$ cat src/rtl/fetch_port.sv
// rtl/fetch_port.sv - instruction fetch responder with two-entry word buffer and sequential prefetch
module fetch_port #(
  parameter int ADDR_W = 16
) (
  input  logic              clk,
  input  logic              a_rst,
  input  logic [ADDR_W-1:0] pc_addr,
  input  logic              flush,
  output logic [31:0]       fetch_opc,
  output logic              hold,
  output logic              ext_req,
  output logic [ADDR_W-1:0] ext_addr,
  input  logic              ext_ack,
  input  logic [15:0]       ext_data
);

  localparam int TAG_W = ADDR_W - 2;

  typedef enum logic [1:0] {S_IDLE, S_HI, S_LO} state_e;

  state_e                  state_q, state_d;
  logic [1:0]              valid_q, valid_d;
  logic [1:0][TAG_W-1:0]   tag_q, tag_d;
  logic [1:0][31:0]        data_q, data_d;
  logic                    lru_q, lru_d;
  logic                    discard_q, discard_d;
  logic                    dest_q, dest_d;
  logic [TAG_W-1:0]        ftag_q, ftag_d;
  logic                    ext_req_q, ext_req_d;
  logic [ADDR_W-1:0]       ext_addr_q, ext_addr_d;

  logic [TAG_W-1:0]        cur_tag, next_tag, st_tag;
  logic [1:0]              hit_vec;
  logic                    hit, hit_idx, next_present, start, st_dest;

  // Byte offset within a word plays no part in fetch.
  logic                    unused_pc_bits;
  assign unused_pc_bits = ^pc_addr[1:0];

  assign cur_tag  = pc_addr[ADDR_W-1:2];
  assign next_tag = cur_tag + TAG_W'(1);

  assign hit_vec[0]   = valid_q[0] && (tag_q[0] == cur_tag);
  assign hit_vec[1]   = valid_q[1] && (tag_q[1] == cur_tag);
  assign hit          = |hit_vec;
  assign hit_idx      = !hit_vec[0];
  assign next_present = (valid_q[0] && (tag_q[0] == next_tag)) ||
                        (valid_q[1] && (tag_q[1] == next_tag));

  assign fetch_opc = hit ? data_q[hit_idx] : 32'h0;
  assign hold      = !hit;
  assign ext_req   = ext_req_q;
  assign ext_addr  = ext_addr_q;

  // Demand miss beats prefetch; a prefetch goes into the entry not being hit.
  always_comb begin
    start   = 1'b0;
    st_tag  = cur_tag;
    st_dest = lru_q;
    if (!hit) begin
      start = 1'b1;
    end else if (!next_present) begin
      start   = 1'b1;
      st_tag  = next_tag;
      st_dest = !hit_idx;
    end
  end

  // Next-state: engine sequencing, buffer fill, LRU and flush handling.
  always_comb begin
    state_d    = state_q;
    valid_d    = valid_q;
    tag_d      = tag_q;
    data_d     = data_q;
    lru_d      = lru_q;
    discard_d  = discard_q;
    dest_d     = dest_q;
    ftag_d     = ftag_q;
    ext_req_d  = ext_req_q;
    ext_addr_d = ext_addr_q;

    if (hit) begin
      lru_d = !hit_idx;
    end

    case (state_q)
      S_IDLE: begin
        if (start) begin
          state_d          = S_HI;
          ftag_d           = st_tag;
          dest_d           = st_dest;
          valid_d[st_dest] = 1'b0;
          discard_d        = 1'b0;
          ext_req_d        = 1'b1;
          ext_addr_d       = {st_tag, 2'b00};
        end
      end
      S_HI: begin
        if (ext_ack) begin
          data_d[dest_q][31:16] = ext_data;
          ext_addr_d            = {ftag_q, 2'b10};
          state_d               = S_LO;
        end
      end
      S_LO: begin
        if (ext_ack) begin
          data_d[dest_q][15:0] = ext_data;
          state_d              = S_IDLE;
          ext_req_d            = 1'b0;
          if (!discard_q && !flush) begin
            valid_d[dest_q] = 1'b1;
            tag_d[dest_q]   = ftag_q;
            lru_d           = !dest_q;
          end
        end
      end
      default: begin
        state_d   = S_IDLE;
        ext_req_d = 1'b0;
      end
    endcase

    // Flush wins over any same-cycle fill; a running transaction finishes but is discarded.
    if (flush) begin
      valid_d = '0;
      if (state_q != S_IDLE) begin
        discard_d = 1'b1;
      end
    end
  end

  // Engine state register.
  always_ff @(posedge clk or negedge a_rst) begin
    if (!a_rst) begin
      state_q <= S_IDLE;
    end else begin
      state_q <= state_d;
    end
  end

  // Buffer, LRU and bus registers.
  always_ff @(posedge clk or negedge a_rst) begin
    if (!a_rst) begin
      valid_q    <= '0;
      tag_q      <= '0;
      data_q     <= '0;
      lru_q      <= 1'b0;
      discard_q  <= 1'b0;
      dest_q     <= 1'b0;
      ftag_q     <= '0;
      ext_req_q  <= 1'b0;
      ext_addr_q <= '0;
    end else begin
      valid_q    <= valid_d;
      tag_q      <= tag_d;
      data_q     <= data_d;
      lru_q      <= lru_d;
      discard_q  <= discard_d;
      dest_q     <= dest_d;
      ftag_q     <= ftag_d;
      ext_req_q  <= ext_req_d;
      ext_addr_q <= ext_addr_d;
    end
  end

endmodule

$ cat config.mk
export PLATFORM = sky130hd
export DESIGN_NAME = fetch_port
export DESIGN_NICKNAME = d
export VERILOG_FILES = /design/src/rtl/fetch_port.sv
export SDC_FILE = /design/constraint.sdc
export NUM_CORES = 1
export LEC_CHECK = 0
export BUFFER_PORTS_ARGS = -buffer_cell sky130_fd_sc_hd__buf_2
export CAP_MARGIN = 5
export CORE_MARGIN = 2
export CORE_UTILIZATION = 55
export DETAILED_ROUTE_END_ITERATION = 10
export MAX_ROUTING_LAYER = met4
export PLACE_DENSITY = 0.87
export SYNTH_ARGS = -nofsm -noshare
export SYNTH_HDL_FRONTEND = slang
export SYNTH_SLANG_ARGS = --single-unit
export TNS_END_PERCENT = 1
$ cat constraint.sdc
create_clock -name clk -period 4.8 [get_ports clk]
set_clock_uncertainty 0.05 [all_clocks]
set_input_delay 0.96 -clock clk [delete_from_list [all_inputs] [get_ports clk]]
set_output_delay 0.96 -clock clk [all_outputs]
set_load 0.02 [all_outputs]
==> metrics, run 1 <==
status=finished clean; clock-pin transition on the worst setup and hold timing paths=0.06 ns; DP Area=7450 µm²; Comb pwr share=32.4%; Placer Congestion=0.957; clk sink count=129; Final Util=66.3%; CTS Hold Buffers Added=0; largest net degree at the start of global routing=70; RSZ-0062 raised after global routing=false; # Post-CTS Setup Buffers=0; post-synthesis async set-or-reset flop share=100%; area grow syn2layout=16.4%; fin crit share=82.1%; Clock Path Buffers=2; number of synthesized register bits=129; Setup crit end kind=output port; top_reg_cell synth=dfrtp_1; synth unique cells=61; Num CTS Buffers=17; H-tree depth=4; final worst slack=0.860 ns; area of the multi-input gates=3420 µm²; fraction of layout cells with a size suffix above 1=33.4%; placed cell count=870; initial antenna violation count=1; Finished Cell Area=8030 µm²; clk_lat worst skew=0.42 ns; largest family of logic cells by synthesized area=simple AND/OR/NAND/NOR gates; Post-Route WL=18,000 µm; post-DP HPWL=12,600 µm; Fillers=942; area of the mapped netlist=6900 µm²; Max-Cap Viols=0; width of the die=116 µm; DR vias/cell=6.16; I/O Pins=86; Least-Margin Pin Slew=1.04 ns; Achievable Freq=0.254 GHz; port bufs=82; P_sw=1.65 mW; Overall Power=4.78 mW; drt wl/cell=19.9 µm; sequential share of power=41.5%; Hold Slack=0.438 ns; crit-path max FO=36; pre-CTS setup slack=0.477 ns; arrival time at the worst endpoint=2.93 ns; area share of and/or/nand/nor cells after synthesis=15.9%; vias in the first global route=5,669; DRC Markers=0; number of synthesized flops with an enable pin=0; post-synthesis compound-gate area fraction=12.7%; Max rail drop VDD=321 µV; post-synthesis mux area share=15.3%; ANT nets after route=0; via count=5,556; first-pass GRT wire length=29,400 µm; Final nets=758; CTS root buf=clkbuf_16; Total Routing Usage GR=29.6%; Initial Util=57.0%; critical path class=input pin to output port; internal power=3.13 mW; Net Sw Frac=34.6%; Syn Nets=693; DRT Pass-1 Iters=6; Total Die Area=13,500 µm²; total gr overflow=0; Worst Hold Class=flop to flop; TNS Setup=0 ns; post-synthesis adder-cell area fraction=0.181%; register area=3230 µm²; core footprint=12,100 µm²; row cnt=40; Initial DRC Count=409; yosys warns=0; Slew headroom=30.3%; Die H=116 µm; Critical Path RT=3.79 ns; sequential fraction of the synthesis area=46.8%; Hold Vio Cnt, Final=0; post_cts resized=0; fin crit period=3.94 ns; Setup-failing EPs final=0; Slew Viols, Final=0; Lkg Pwr=3.39 nW; Synth Instances=656; CTS tree=done; CP Launch Type=input pin; fin cells=902; Clk pwr share=26.1%; XOR/XNOR share of the synthesized area=5.20%; P per Cell Area=595 nW/µm²; mean post-synth cell area=10.5 µm²
[flip-flops by register name, indices dropped and copies added, names as in the netlist]
register	cells
data_q	64
lru_q	1
ext_req	1
valid_q	2
state_q	2
ext_addr	15
discard_q	1
tag_q	28
ftag_q	14
dest_q	1
[worst paths after layout]
path	start	to	slack, ns	depth (start not counted)
setup / recovery	pc_addr[9]	hold	0.86	8
hold / removal	ext_req	ext_req	0.44	1
setup reg to reg	tag_q[23]	ext_addr[15]	1.51	9
hold reg to reg	ext_req	ext_req	0.44	1
max in group asynchronous	a_rst	ext_addr[1]	3.12	2
min in group asynchronous	a_rst	ftag_q[13]	0.50	1
[worst max-delay path, cell delays in order]
cell,delay [ns]
buf_2,0.18
xnor2_1,0.33
nand4_1,0.22
nor4_2,0.45
buf_12,0.26
or2_2,0.16
inv_1,0.16
buf_2,0.22
[synthesized netlist by cell type, drive strengths merged, types with 12 or more instances]
master,n,area [µm²]
o221a,15,169
nand2,85,319
dfrtp,129,3230
nor2,19,71.3
nand4,12,90.1
o21ai,44,220
buf,18,106
mux2,94,1060
nor3,17,100
nand3,21,105
xnor2,38,333
clkbuf,33,124
[placed cells by master (no fill, tap or decap), drive strengths merged, types with 10 or more instances in the layout]
master / Yosys / routed
dfrtp: 129 / 129
buf: 18 / 97
mux2: 94 / 94
nand2: 85 / 85
o21ai: 44 / 44
xnor2: 38 / 38
nand3: 21 / 21
nor2: 19 / 19
clkbuf: 33 / 19
nor3: 17 / 17
inv: 10 / 15
o221a: 15 / 15
nand4: 12 / 12
o21a: 10 / 10
[power groups by stage]
stage	combinational, mW	sequential (mW)	clock [mW]
after global routing	1.68	2.05	1.31
after detailed placement	1.54	2.00	0
final	1.55	1.98	1.25
after global placement	1.47	1.94	0
after CTS	1.55	1.98	1.26
after floorplan	1.10	1.94	0
[per-layer routing]
metal	vias up	global-route usage (%)	share of wire (%)
met2	243	47.1	50
li1	2508	-	-
met4	0	9.13	1.6
met5	-	-	0
met3	34	7.53	7.3
met1	2771	37.4	42
[area by class of cell]
| type | instances | share of cell area (%) |
|---|---|---|
| Multi-Input combinational cell | 466 | 42.6 |
| Tap cell | 168 | 2.62 |
| Timing Repair Buffer | 97 | 6.85 |
| Antenna cell | 1 | 0.0312 |
| Clock inverter | 12 | 1.57 |
| Sequential cell | 129 | 40.2 |
| Clock buffer | 19 | 5.64 |
| Inverter | 10 | 0.467 |
[cell families after synthesis]
kind of cell / Yosys count
AO/OA/AOI/OAI: 120
XOR/XNOR: 41
adder cells (fa/ha/maj): 1
buffers and inverters: 61
flip-flops: 129
multiplexers: 94
other: 1
AND/OR/NAND/NOR: 209
No activity file was read; power rests on OpenSTA's default activity.
==> run 2: changes to the inputs <==
clock period = 3.9 ns   (was 4.8 ns; I/O delays follow)
==> run 2 against run 1 <==
Worst hold slack got worse by 0.029 ns; clock power rose by 28%; core utilization rose by 1.7 points; power rose by 25%; cell area rose by 2.6%; non-clock buffer count rose by 23; via count rose by 2.6%; count of clock-buffer cells in the layout rose by 1; final cell count rose by 2.7%; critical path type unchanged.
==> metrics, run 2 (synthesis gave the netlist of run 1 again) <==
status=finished clean; fraction of layout cells with a size suffix above 1=35.1% (+1.7 points); Slew headroom=37.7% (+7.3 points); RSZ-0062 raised after global routing=false; port bufs=82 (unchanged); row cnt=40 (unchanged); clk sink count=129 (unchanged); fin crit share=95.9%; CTS tree=done; largest net degree at the start of global routing=70 (unchanged); area grow syn2layout=19.4%; Most flops, register=data_q; I/O Pins=86 (unchanged); slowest stage delay, CP=0.51 ns (+0.06 ns); CP most frequent cell=buf_2; Clock Path Buffers=2 (unchanged); initial antenna violation count=1 (unchanged); clock-pin transition on the worst setup and hold timing paths=0.05 ns (about the same); Critical Path RT=3.07 ns (-0.72 ns); worst reg2reg endpoint=ftag_q[12]; DRC Markers=0 (unchanged); Largest register FFs=64 (unchanged); total gr overflow=0 (unchanged); drt wl/cell=19.8 µm (-0.93%); crit-path max FO=23 (-36%); fin crit period=3.74 ns; crit path cell chain=buf_2 -> xnor2_1 -> nand4_1 -> nor4_4 -> buf_12 -> nand2_1 -> o21ai_0 -> buf_2; slowest CP cell=nor4_4; P per Cell Area=726 nW/µm² (+22%); vias in the first global route=5,772 (+1.8%); placed cell count=893 (+2.6%); first-pass GRT wire length=29,900 µm (+1.4%); Total Routing Usage GR=30.1% (+0.52 points); Placer Congestion=1.00 (+4.5%); CP Launch Type=input pin; width of the die=116 µm (unchanged); Worst Hold Class=input pin to asynchronous set/reset pin; ANT nets after route=0 (unchanged); Max-Cap Viols=0 (unchanged); Post-Route WL=18,300 µm (+1.7%); H-tree depth=4 (unchanged); Max rail drop VDD=435 µV (+36%); via count=5,701 (+2.6%); Setup crit end kind=output port; critical path class=input pin to output port; clk_lat worst skew=0.43 ns (about the same); commonest non-fill, non-tap cell in the layout=dfrtp_1; fin cells=926 (+2.7%); Final nets=781 (+3.0%); CTS root buf=clkbuf_16; DR vias/cell=6.16 (about the same); post-DP HPWL=12,600 µm (+0.13%); arrival time at the worst endpoint=2.91 ns (-0.02 ns); cells on worst reg2reg path=10 (+1); Lkg Pwr=3.53 nW (+3.9%); Achievable Freq=0.267 GHz; TNS Setup=0 ns (unchanged); Setup-failing EPs final=0 (unchanged); Initial DRC Count=449 (+9.8%); Fillers=902 (-4.2%); Hold Vio Cnt, Final=0 (unchanged); Slew Viols, Final=0 (unchanged); worst setup path start=pc_addr[9]; Least-Margin Pin Slew=0.933 ns (-0.107 ns); Initial Util=57.0% (unchanged); CP endpoint=fetch_opc[6]; DRT Pass-1 Iters=7 (+1); Total Die Area=13,500 µm² (unchanged); most frequent cells in the layout=129 x dfrtp_1, 94 x mux2_2, 85 x nand2_1; Die H=116 µm (unchanged); Worst R2R Start=tag_q[23]; core footprint=12,100 µm² (unchanged); R2R Setup Slk=0.67 ns (-0.84 ns); Num CTS Buffers=17 (unchanged)
[run 2: cell count changes in the layout (fill, tap and decap cells not counted), sizes merged]
cell and change:
clkbuf +1, clkinv +2, bufinv +2, inv -4, buf +23
[run 2: cell type report]
class	instances	area [µm²]	share of cell area, %
multi-input combinational	466	3430	41.7
sequential	129	3230	39.2
clock inverter	12	159	1.93
timing repair buffer	120	736	8.93
antenna	1	2.50	0.0304
tap	168	210	2.55
clock buffer	20	437	5.30
inverter	10	37.5	0.455
[run 2: report_power, final]
part	switching [mW]	total, mW	internal [mW]
logic	0.967	1.95	0.981
clock network	0.591	1.60	1.01
registers	0.467	2.44	1.97
total	2.03	5.98	3.96
[run 2: critical path: cells and delay by family]
| family | cells | cell delay [ns] |
|---|---|---|
| buffers and inverters | 3 | 0.64 |
| AND/OR/NAND/NOR | 3 | 0.88 |
| XOR/XNOR | 1 | 0.34 |
| AO/OA/AOI/OAI | 1 | 0.27 |
[run 2: what timing repair did]
item / CTS / global route
setup buffers: 0 / 0
resized for setup: 0 / 1
endpoints found under the setup margin: 0 / 1
hold buffers: 0 / 0
[run 2: metal layers]
metal  GRT usage (%)  vias up  share of wire (%)
li1                -     2570                  -
met1            38.2     2836                 42
met2            46.9      244                 48
met3            6.43       51                6.9
met4            13.0        0                2.8
met5               -        -                  0
[run 2: stage by stage]
stage / instance area, µm² / hold slack [ns] / setup slack [ns] / util [%] / power (mW)
after floorplan: 6900 / 0.429 / 0.153 / - / 3.74
after global placement: 7640 / 0.428 / 0.145 / 63.0 / 4.23
after detailed placement: 7640 / 0.434 / 0.0883 / 63.0 / 4.36
after CTS: 8230 / 0.436 / 0.0941 / 68.0 / 5.99
after global routing: 8240 / 0.459 / 0.120 / 68.1 / 6.30
final: 8240 / 0.409 / 0.158 / 68.1 / 5.98
[run 2: worst min-delay path by stage]
stage | startpoint | endpoint | slack, ns
after floorplan | a_rst | data_q[0] | 0.43
after global placement | ext_req | ext_req | 0.43
after detailed placement | ext_req | ext_req | 0.43
after CTS | a_rst | ftag_q[13] | 0.44
after global routing | ext_req | ext_req | 0.46
final | a_rst | ftag_q[13] | 0.41
==> run 3: changes to the inputs <==
BUFFER_PORTS_ARGS = default   (was -buffer_cell sky130_fd_sc_hd__buf_2)
DONT_BUFFER_PORTS = 1   (was default)
PLACE_DENSITY = 0.81   (was 0.87)
==> run 3 against run 2 <==
Cell area decreased by 3.2%; via count decreased by 4.8%; final cell count down 6.6%; critical path depth fell by 1; worst setup slack gained 0.18 ns; global-route usage up 0.99 points; clock power decreased by 3%; count of clock-buffer cells in the layout shrank 3; core utilization down 2.1 points; first-iteration DRC count decreased by 12%.
==> metrics, run 3 (synthesis gave the netlist of run 1 again) <==
row cnt=40 (unchanged); Achievable Freq=0.281 GHz (+5.1%); Post-Route WL=18,800 µm (+2.6%); # diodes=0 (-1); Worst R2R Start=tag_q[23]; fin crit share=91.3% (-4.6 points); drt wl/cell=21.7 µm (+9.8%); Worst Hold Class=input pin to asynchronous set/reset pin; DR vias/cell=6.27 (+1.9%); vias in the first global route=5,756 (-0.28%); met2 Track Usage GR=49.7% (+2.8 points); CP Launch Type=flop; Setup-failing EPs final=0 (unchanged); final worst slack=0.339 ns (+0.180 ns); Comb pwr share=29.1% (-3.5 points); # Post-CTS Setup Buffers=0 (unchanged); critical path class=flop to output port; Largest register FFs=64 (unchanged); Final nets=721 (-7.7%); Slew headroom=28.8% (-8.8 points); arrival time at the worst endpoint=2.73 ns (-0.18 ns); clk sink count=129 (unchanged); status=finished clean; DRT Pass-1 Iters=5 (-2); ANT nets after route=0 (unchanged); pre-CTS setup slack=0.115 ns (+0.0266 ns); total gr overflow=0 (unchanged); clock-pin transition on the worst setup and hold timing paths=0.06 ns (about the same); Critical Path RT=3.07 ns (about the same); most frequent cells in the layout=129 x dfrtp_1, 94 x mux2_2, 85 x nand2_1; crit-path max FO=23 (unchanged); H-tree depth=4 (unchanged); port bufs=0 (-100%); fraction of layout cells with a size suffix above 1=29.8% (-5.3 points); Lkg Pwr=3.27 nW (-7.2%); TNS Setup=0 ns (unchanged); core footprint=12,100 µm² (unchanged); Clock Path Buffers=2 (unchanged); Total Die Area=13,500 µm² (unchanged); GRT Max-Usage Layer=met2; GRT met1 Usage=37.0% (-1.2 points); I/O Pins=86 (unchanged); internal power=3.81 mW (-3.7%); first-pass GRT wire length=30,600 µm (+2.4%); DRC Markers=0 (unchanged); largest net degree at the start of global routing=95 (+36%); CTS tree=done; Hold Vio Cnt, Final=0 (unchanged); via count=5,426 (-4.8%); Max rail drop VDD=520 µV (+19%); area grow syn2layout=15.6%; width of the die=116 µm (unchanged); Total Routing Usage GR=31.1% (+0.99 points); P_sw=2.01 mW (-0.82%); Setup crit end kind=output port; P per Cell Area=729 nW/µm² (+0.46%); Net Sw Frac=34.5% (+0.66 points); Slew Viols, Final=0 (unchanged); RSZ-0062 raised after global routing=false; Initial DRC Count=393 (-12%); Initial Util=57.0% (unchanged); worst setup path start=tag_q[21]; CTS root buf=clkbuf_16; Most flops, register=data_q; fin crit period=3.56 ns (-0.180 ns); clk_lat worst skew=0.42 ns (about the same); initial antenna violation count=0 (-1); commonest non-fill, non-tap cell in the layout=dfrtp_1; Placer Congestion=0.913 (-8.8%); post-DP HPWL=12,500 µm (-0.91%); met3 Use GR=8.89% (+2.5 points); Max-Cap Viols=0 (unchanged); Num CTS Buffers=17 (unchanged); Clk pwr share=26.9% (+0.2 points); Die H=116 µm (unchanged); Overall Power=5.82 mW (-2.7%); Least-Margin Pin Slew=1.06 ns (+0.129 ns); sequential share of power=44.1% (+3.4 points)
-- run 3: final cells by class --
class                           instances  area (µm²)
Fill cell                             967        4130
Multi-Input combinational cell        466        3420
Sequential cell                       129        3230
Timing Repair Buffer                   60         498
Clock buffer                           17         425
Tap cell                              168         210
Clock inverter                         15         159
Inverter                               10        37.5
-- run 3: critical path, cell delays in order (launching register included) --
cell and delay, ns:
dfrtp_1 0.38, xnor2_1 0.34, nand4_1 0.24, nor4_2 0.46
buf_4 0.36, nand2_1 0.11, o21ai_0 0.22, buf_4 0.19
-- run 3: path summary, 6_finish.rpt --
path                       slack, ns           end  cells past startpoint
max                             0.34  fetch_opc[6]                      7
min                             0.14        dest_q                      1
max reg2reg                     0.66   ext_addr[5]                     10
min reg2reg                     0.45    data_q[49]                      1
max in group asynchronous       2.78   ext_addr[8]                      1
min in group clk                0.37    valid_q[0]                      1
-- run 3: what timing repair did --
| item | CTS | global route |
|---|---|---|
| hold endpoints to repair | 94 | 0 |
| hold buffers | 3 | 0 |
| endpoints found under the setup margin | 0 | 0 |
| resized for setup | 0 | 0 |
-- run 3: power by group through the flow --
stage	clock network (mW)	logic (mW)	registers (mW)
after floorplan	0	1.36	2.38
after global placement	0	1.57	2.51
after detailed placement	0	1.63	2.57
after CTS	1.58	1.69	2.56
after global routing	1.65	1.84	2.65
final	1.56	1.69	2.56
-- run 3: routing by layer --
layer | vias to the layer above | wire length (µm)
li1 | 2425 | -
met1 | 2716 | 7390
met2 | 233 | 9170
met3 | 52 | 1530
met4 | 0 | 680
met5 | - | 0
-- run 3: stage by stage --
stage / instances / utilization, % / cell area (µm²) / hold slack (ns)
2_1_floorplan: 656 / - / 6900 / 0.429
3_3_place_gp: 830 / 60.6 / 7340 / 0.437
3_5_place_dp: 830 / 60.6 / 7340 / 0.437
4_1_cts: 865 / 65.9 / 7980 / 0.132
5_1_grt: 865 / 65.9 / 7980 / 0.133
6_report: 865 / 65.9 / 7980 / 0.136
